<file path="config.mk">
export PLATFORM = sky130hd
export DESIGN_NAME = fetch_queue
export DESIGN_NICKNAME = d
export VERILOG_FILES = /design/src/rtl/fetch_queue.sv
export SDC_FILE = /design/constraint.sdc
export NUM_CORES = 1
export LEC_CHECK = 0
export ABC_AREA = 1
export BUFFER_PORTS_ARGS = -buffer_cell sky130_fd_sc_hd__clkbuf_2
export CORE_UTILIZATION = 40
export DETAILED_ROUTE_END_ITERATION = 10
export GPL_ROUTABILITY_DRIVEN = 0
export PLACE_DENSITY = 0.57
export SYNTH_ARGS = -nofsm -noshare
export SYNTH_HDL_FRONTEND = slang
export SYNTH_SLANG_ARGS = --single-unit
</file>
<file path="constraint.sdc">
create_clock -name clk -period 5.1 [get_ports clk]
set_input_delay 0.255 -clock clk [delete_from_list [all_inputs] [get_ports clk]]
set_output_delay 0.255 -clock clk [all_outputs]
set_load 0.01 [all_outputs]
</file>
<file path="src/rtl/fetch_queue.sv">
// Instruction fetch front end: issues sequential fetch requests under a credit
// limit and buffers in-order responses as {instr, pc} entries for IF/ID.
module fetch_queue #(
    parameter int unsigned DEPTH    = 4,
    parameter logic [31:0] RESET_PC = 32'h0000_0000
) (
    input  logic        clk,
    input  logic        reset,
    output logic        req_valid,
    output logic [31:0] req_addr,
    input  logic        req_ready,
    input  logic        resp_valid,
    input  logic [31:0] resp_instr,
    input  logic        redirect_valid,
    input  logic [31:0] redirect_pc,
    output logic        out_valid,
    input  logic        out_ready,
    output logic [31:0] out_instr,
    output logic [31:0] out_pc,
    output logic [31:0] out_pc4
);
    localparam int AW = (DEPTH > 1) ? $clog2(DEPTH) : 1;
    localparam int CW = AW + 1;
    // Drops can stack across repeated redirects, so this counter gets headroom.
    localparam int DW = CW + 4;
    localparam logic [CW:0] DEPTH_C = (CW + 1)'(DEPTH);

    logic [31:0]   fetch_pc_q, fetch_pc_d;
    logic [31:0]   resp_pc_q, resp_pc_d;
    logic [CW-1:0] inflight_q, inflight_d;
    logic [DW-1:0] drop_cnt_q, drop_cnt_d;
    logic [AW-1:0] rd_ptr_q, rd_ptr_d;
    logic [AW-1:0] wr_ptr_q, wr_ptr_d;
    logic [CW-1:0] count_q, count_d;
    logic [63:0]   mem_q [DEPTH];

    logic [CW:0] credit_used;
    logic        req_fire;
    logic        resp_hit;
    logic        drop;
    logic        enq;
    logic        deq;
    logic [63:0] head;

    assign credit_used = {1'b0, count_q} + {1'b0, inflight_q};
    assign req_valid   = !reset && !redirect_valid && (credit_used < DEPTH_C);
    assign req_addr    = fetch_pc_q;
    assign req_fire    = req_valid && req_ready;

    // A response only counts if something is outstanding; stray ones are ignored.
    assign resp_hit = resp_valid && ((inflight_q != '0) || (drop_cnt_q != '0));
    assign drop     = resp_valid && !redirect_valid && (drop_cnt_q != '0);
    assign enq      = resp_valid && !redirect_valid && (drop_cnt_q == '0) && (inflight_q != '0);
    assign deq      = out_valid && out_ready && !redirect_valid;

    assign head      = mem_q[rd_ptr_q];
    assign out_valid = (count_q != '0);
    assign out_instr = head[63:32];
    assign out_pc    = head[31:0];
    assign out_pc4   = out_pc + 32'd4;

    always_comb begin
        fetch_pc_d = fetch_pc_q;
        resp_pc_d  = resp_pc_q;
        inflight_d = inflight_q;
        drop_cnt_d = drop_cnt_q;
        rd_ptr_d   = rd_ptr_q;
        wr_ptr_d   = wr_ptr_q;
        count_d    = count_q;
        if (redirect_valid) begin
            // Everything still outstanding becomes a response to discard.
            fetch_pc_d = redirect_pc;
            resp_pc_d  = redirect_pc;
            inflight_d = '0;
            drop_cnt_d = drop_cnt_q + DW'(inflight_q) - DW'(resp_hit);
            rd_ptr_d   = '0;
            wr_ptr_d   = '0;
            count_d    = '0;
        end else begin
            if (req_fire) begin
                fetch_pc_d = fetch_pc_q + 32'd4;
            end
            if (drop) begin
                drop_cnt_d = drop_cnt_q - DW'(1);
            end
            if (enq) begin
                resp_pc_d = resp_pc_q + 32'd4;
                wr_ptr_d  = wr_ptr_q + AW'(1);
            end
            if (deq) begin
                rd_ptr_d = rd_ptr_q + AW'(1);
            end
            inflight_d = inflight_q + CW'(req_fire) - CW'(enq);
            count_d    = count_q + CW'(enq) - CW'(deq);
        end
    end

    always_ff @(posedge clk or posedge reset) begin
        if (reset) begin
            fetch_pc_q <= RESET_PC;
            resp_pc_q  <= RESET_PC;
            inflight_q <= '0;
            drop_cnt_q <= '0;
            rd_ptr_q   <= '0;
            wr_ptr_q   <= '0;
            count_q    <= '0;
        end else begin
            fetch_pc_q <= fetch_pc_d;
            resp_pc_q  <= resp_pc_d;
            inflight_q <= inflight_d;
            drop_cnt_q <= drop_cnt_d;
            rd_ptr_q   <= rd_ptr_d;
            wr_ptr_q   <= wr_ptr_d;
            count_q    <= count_d;
        end
    end

    // Storage needs no reset: entries are only visible while count_q covers them.
    always_ff @(posedge clk) begin
        if (enq) begin
            mem_q[wr_ptr_q] <= {resp_instr, resp_pc_q};
        end
    end
endmodule

</file>
Word level (Yosys, flattened, before mapping)

Memories as Yosys holds them, arrays and structs flattened.
Index checks and enable logic that the tools add are counted.
W data, S select, Z words.

Add/sub/neg operators: 13
$lt $le $gt $ge: 1
Multiplexer cells: 14
Reductions and logical operators: 21

Operators with widths:

| kind                    | number |
|---|---|
| $mux W32                | 4 |
| $add A32 B3 Y32 const B | 3 |
| $mux W7                 | 2 |
| $logic_and A1 B1 Y1     | 10 |
| $mux W2                 | 4 |
| $reduce_bool A2 Y1      | 4 |
| $add A7 B3 Y7           | 1 |
| $logic_not A7 Y1        | 1 |
| $reduce_bool A7 Y1      | 1 |
| $sub A7 B1 Y7           | 1 |
| $sub A7 B1 Y7 const B   | 1 |
| $add A3 B1 Y3           | 2 |
| $mux W3                 | 2 |
| $reduce_bool A3 Y1      | 2 |
| $sub A3 B1 Y3           | 2 |
| $add A2 B1 Y2 const B   | 2 |
| $add A3 B3 Y4           | 1 |
| $lt A4 B3 Y1 const B    | 1 |
| $logic_not A1 Y1        | 2 |
| $mux W1                 | 2 |
| $logic_or A1 B1 Y1      | 1 |

Flip-flop bits (word level): 81
Memory bits (writable): 256
Input bits: 70
Output and inout bits: 130
Word-level logic and storage cells: 57
Memories: 1

Memories:

| memory | words | bits a word | read ports | clocked after memory_dff | wr ports | RTL line | text |
|---|---|---|---|---|---|---|---|
| mem_q  | 4     | 64          | 1          | 0                        | 1        | 35       | `logic [63:0] mem_q [DEPTH];` |

Longest topological paths before layout

Depth in word-level cells: 7
Gate-level depth with buffers: 15
Mapped depth without buffers: 15

Worst setup path after synthesis

No wires, ideal clock.

Kind: register to register
Start point: register drop_cnt_q[4]
End point: memory mem_q[0][0], enable pin
Setup time: 0.487 ns
Arrival: 3.955 ns
Data required time: 4.613 ns
Setup slack: 0.658 ns
Stages on the path, launching flop included: 8
Path buffers: 1
Clock period less this slack: 4.442 ns
Cells stage by stage: dfrtp_1 inv_1 ha_1 nand3_1 nor2_1 nand4_2 clkbuf_1 nor2_1

Cells in the longest elaborated chain, start to end: 5

RTL lines:

| element                           | RTL line | text |
|---|---|---|
| start: declaration                | 31       | `logic [DW-1:0] drop_cnt_q, drop_cnt_d;` |
| start signal: assignment          | 111      | `drop_cnt_q <= drop_cnt_d;` |
| $logic_not A7 Y1                  | 53       | `assign enq = resp_valid && !redirect_valid && (drop_cnt_q == '0) && (inflight_q != '0);` |
| $logic_and A1 B1 Y1 (2 in series) | 53       |  |
| $mux W1                           | 120      | `if (enq) begin` |
| $mux W1 (implied by the code)     | 121      | `mem_q[wr_ptr_q] <= {resp_instr, resp_pc_q};` |
| end: declaration                  | 35       |  |

Every way passes these cells.

Worst setup path after layout

Start point: register rd_ptr_q[0]
End point: output port out_pc4[16]

Cells in the longest elaborated chain, start to end: 2

RTL lines:

| element                  | RTL line | text |
|---|---|---|
| start: declaration       | 32       | `logic [AW-1:0] rd_ptr_q, rd_ptr_d;` |
| start signal: assignment | 112      | `rd_ptr_q <= rd_ptr_d;` |
| $mem_v2 Z4 W64           | --       |  |
| $add A32 B3 Y32          | 60       | `assign out_pc4 = out_pc + 32'd4;` |
| end: declaration         | 20       | `output logic [31:0] out_pc4` |

Every way passes these cells.

==> impl_metrics.ini <==
[outcome]
status = finished, final reports clean

[worst_setup_path]
cp_data_arrival_time_ns = 3.71
worstSetupStartpointType = flop
cp-end-kind = output port
rrSetupSlack_ns = 1.94
critical_path_required_ns = 4.85
critPathKind = flop to output port
crit_path_max_fanout = 133

[clocking]
cts_tree = built
cts_hold_buf = 39
post_cts_resized = 0
cts_buffer_depth = 3
cts_buffers = 37
clkTransAtPathRegs_ns = 0.06
htree_levels = 2
cts_root_buf = clkbuf_16
clock-sinks = 337
post-cts-setup-buffers = 0
clk-insertion-delay-late_ns = 0.52

[power_and_ir_drop]
leakage_uw = 0.008268
power_density_mw_per_mm2 = 385.9
ir_drop_uv = 270.6
total_power_uw = 7551

[sta]
finalHoldViolCount = 0
tightest_slew_ns = 1.093
period_minus_slack_ns = 3.969
finalCritPeriodShare_pct = 77.83
skew_ns = 0.01875
setup_ws_ns = 1.131
finalSetupViolations = 0
grt_setup_unrepaired = false
max_freq_mhz = 251.9
maxSlewViolCount = 0
fin_tns_setup_ns = 0
maxSlewHeadroom_pct = 26.94

[synthesis]
ys_seq_elements = 337
ys_types = 41
yosysWarnings = 0
synth-async-reset-ratio_pct = 24.04
avgSynthCellArea_um2 = 9.320
synth_area_mm2 = 0.01656
postSynthCellCount = 1777
synth_fp_nets = 1877
ys_seq_area_share_pct = 58.65
synth_flop_cell = edfxtp_1
synth_edf_count = 256

[floorplanning]
start_util_pct = 40.56
die_area_mm2 = 0.04222
coreArea_mm2 = 0.04083
die_h_um = 205.5
io_pins = 200
rows = 74
die_width_um = 205.5

[finish]
antenna_cells = 0
drive_gt1_share_pct = 15.65
layout.nets = 2098
area_delta_synth_final_pct = 18.15
design_area_mm2 = 0.01957

[grt]
top_usage_layer = met2
grt_pass1_vias = 12265
grt_pass1_wl_um = 66520
grtUsageMet3_pct = 2.930
grt_overflow = 0
grt_max_degree = 134
antenna_found_initial = 0
met2_usage_pct = 32.83
track_usage_pct = 20.28
use_met1_pct = 28.49

[detailed_routing]
vias = 12869
post_drt_wl_per_cell_um = 16.69
wirelength_um = 42690
first_pass_iters = 5
ant_nets = 0
drc_errors = 0
drtIter0Drc = 901
viasPerCell = 5.031

[worst_hold_path]
hold_path.class = input pin to flop

[place]
port_buffers = 199
dp_slack_ns = 1.684
placed_area_mm2 = 0.01801
dp_hpwl_um = 28670

[flow_run]
maxCapViolCount = 0
[state kept, by name (all words and copies together), names as in the netlist]
name,count
count_q,3
drop_cnt_q,7
inflight_q,3
mem_q,256
rd_ptr_q,2
req_addr,32
resp_pc_q,32
wr_ptr_q,2
[final cells by class]
| type | count | area [um^2] |
|---|---|---|
| clock buffer | 54 | 1061 |
| clock inverter | 13 | 105.1 |
| fill | 3826 | 21260 |
| inverter | 140 | 531.8 |
| multi-input combinational | 1232 | 5972 |
| sequential | 337 | 9719 |
| tap | 532 | 665.6 |
| timing repair buffer | 250 | 1514 |
[through the flow]
stage	utilization, %	cells	hold slack, ns
2_1_floorplan	-	1777	0.3539
3_3_place_gp	44.11	2452	0.1910
3_5_place_dp	44.11	2452	0.1938
4_1_cts	47.93	2558	0.007321
5_1_grt	47.93	2558	0.02107
6_report	47.93	2558	0.02469
[layer usage]
layer / routed length, um / up-vias / part of all wire [%]
met1: 19730 / 6081 / 46
met2: 19920 / 326 / 47
li1: - / 6409 / -
met3: 2228 / 53 / 5.2
met5: 0 / - / 0
met4: 811 / 0 / 1.9
[path summary, 6_finish.rpt]
kind	startpoint	cells after the start	end
max in group asynchronous	reset	4	req_addr[26]$_DFFE_PP0N_
max	rd_ptr_q[0]$_DFFE_PP0P_	11	out_pc4[16]
min	redirect_pc[30]	3	req_addr[30]$_DFFE_PP0N_
min in group asynchronous	reset	3	count_q[0]$_DFF_PP0_
min reg2reg	req_addr[0]$_DFFE_PP0P_	2	req_addr[0]$_DFFE_PP0P_
max reg2reg	drop_cnt_q[4]$_DFFE_PP0P_	15	drop_cnt_q[6]$_DFFE_PP0P_
[worst max-delay path: stages (launching register included)]
cell      delay [ns]
dfrtp_4         0.76
inv_6           0.82
nand2_1         0.17
nand2_1         0.10
nand2_1         0.05
nand2_1         0.15
ha_1            0.20
inv_1           0.10
nor2_2          0.32
nand2_1         0.12
xor2_1          0.16
clkbuf_2        0.15
[synthesized netlist by cell type, types with 2 or more instances]
library cell	number	share of area, %
a21oi_1	24	0.73
a31oi_1	5	0.19
and3_1	2	0.076
buf_2	21	0.63
buf_4	9	0.41
buf_6	8	0.54
clkbuf_1	29	0.66
dfrtp_1	81	12
edfxtp_1	256	46
fa_1	3	0.36
ha_1	27	2.0
inv_1	133	3.0
inv_2	5	0.11
nand2_1	546	12
nand2_2	18	0.68
nand3_1	137	4.1
nand3b_1	6	0.27
nand4_1	21	0.79
nor2_1	187	4.2
nor2_2	12	0.45
nor2_4	4	0.27
nor3_1	7	0.21
o211ai_1	20	0.91
o21ai_0	107	3.2
o21ai_1	4	0.12
o21bai_1	5	0.23
o221ai_1	7	0.37
o22ai_1	34	1.3
or2_2	3	0.11
xnor2_1	2	0.11
xor2_1	44	2.3
[where the power goes]
group	switching [uW]	internal, uW
registers	205	3070
logic	1130	595
clock network	1050	1500
total	2390	5160
[cell usage in the layout, fill, tap and decap left out, types with 18 or more instances in the layout]
| cell | Yosys | layout |
|---|---|---|
| o211ai_1 | 20 | 20 |
| edfxtp_1 | 256 | 256 |
| clkbuf_2 | 0 | 199 |
| nand3_1 | 137 | 137 |
| nor2_1 | 187 | 183 |
| nand2_2 | 18 | 18 |
| nand2_1 | 546 | 546 |
| o22ai_1 | 34 | 34 |
| o21ai_0 | 107 | 107 |
| dfrtp_1 | 81 | 79 |
| dlygate4sd3_1 | 0 | 39 |
| nand4_1 | 21 | 21 |
| inv_1 | 133 | 132 |
| xor2_1 | 44 | 44 |
| ha_1 | 27 | 27 |
| a21oi_1 | 24 | 24 |
| clkbuf_16 | 0 | 38 |
[logic make-up after synthesis]
group	Yosys count	share of synthesized area, %
XOR/XNOR	46	2.433
buffers and inverters	208	5.469
AO/OA/AOI/OAI	209	7.200
AND/OR/NAND/NOR	947	23.84
adder cells (fa/ha/maj)	30	2.402
flip-flops	337	58.65
Note: power is estimated with default switching activity, not from simulation.
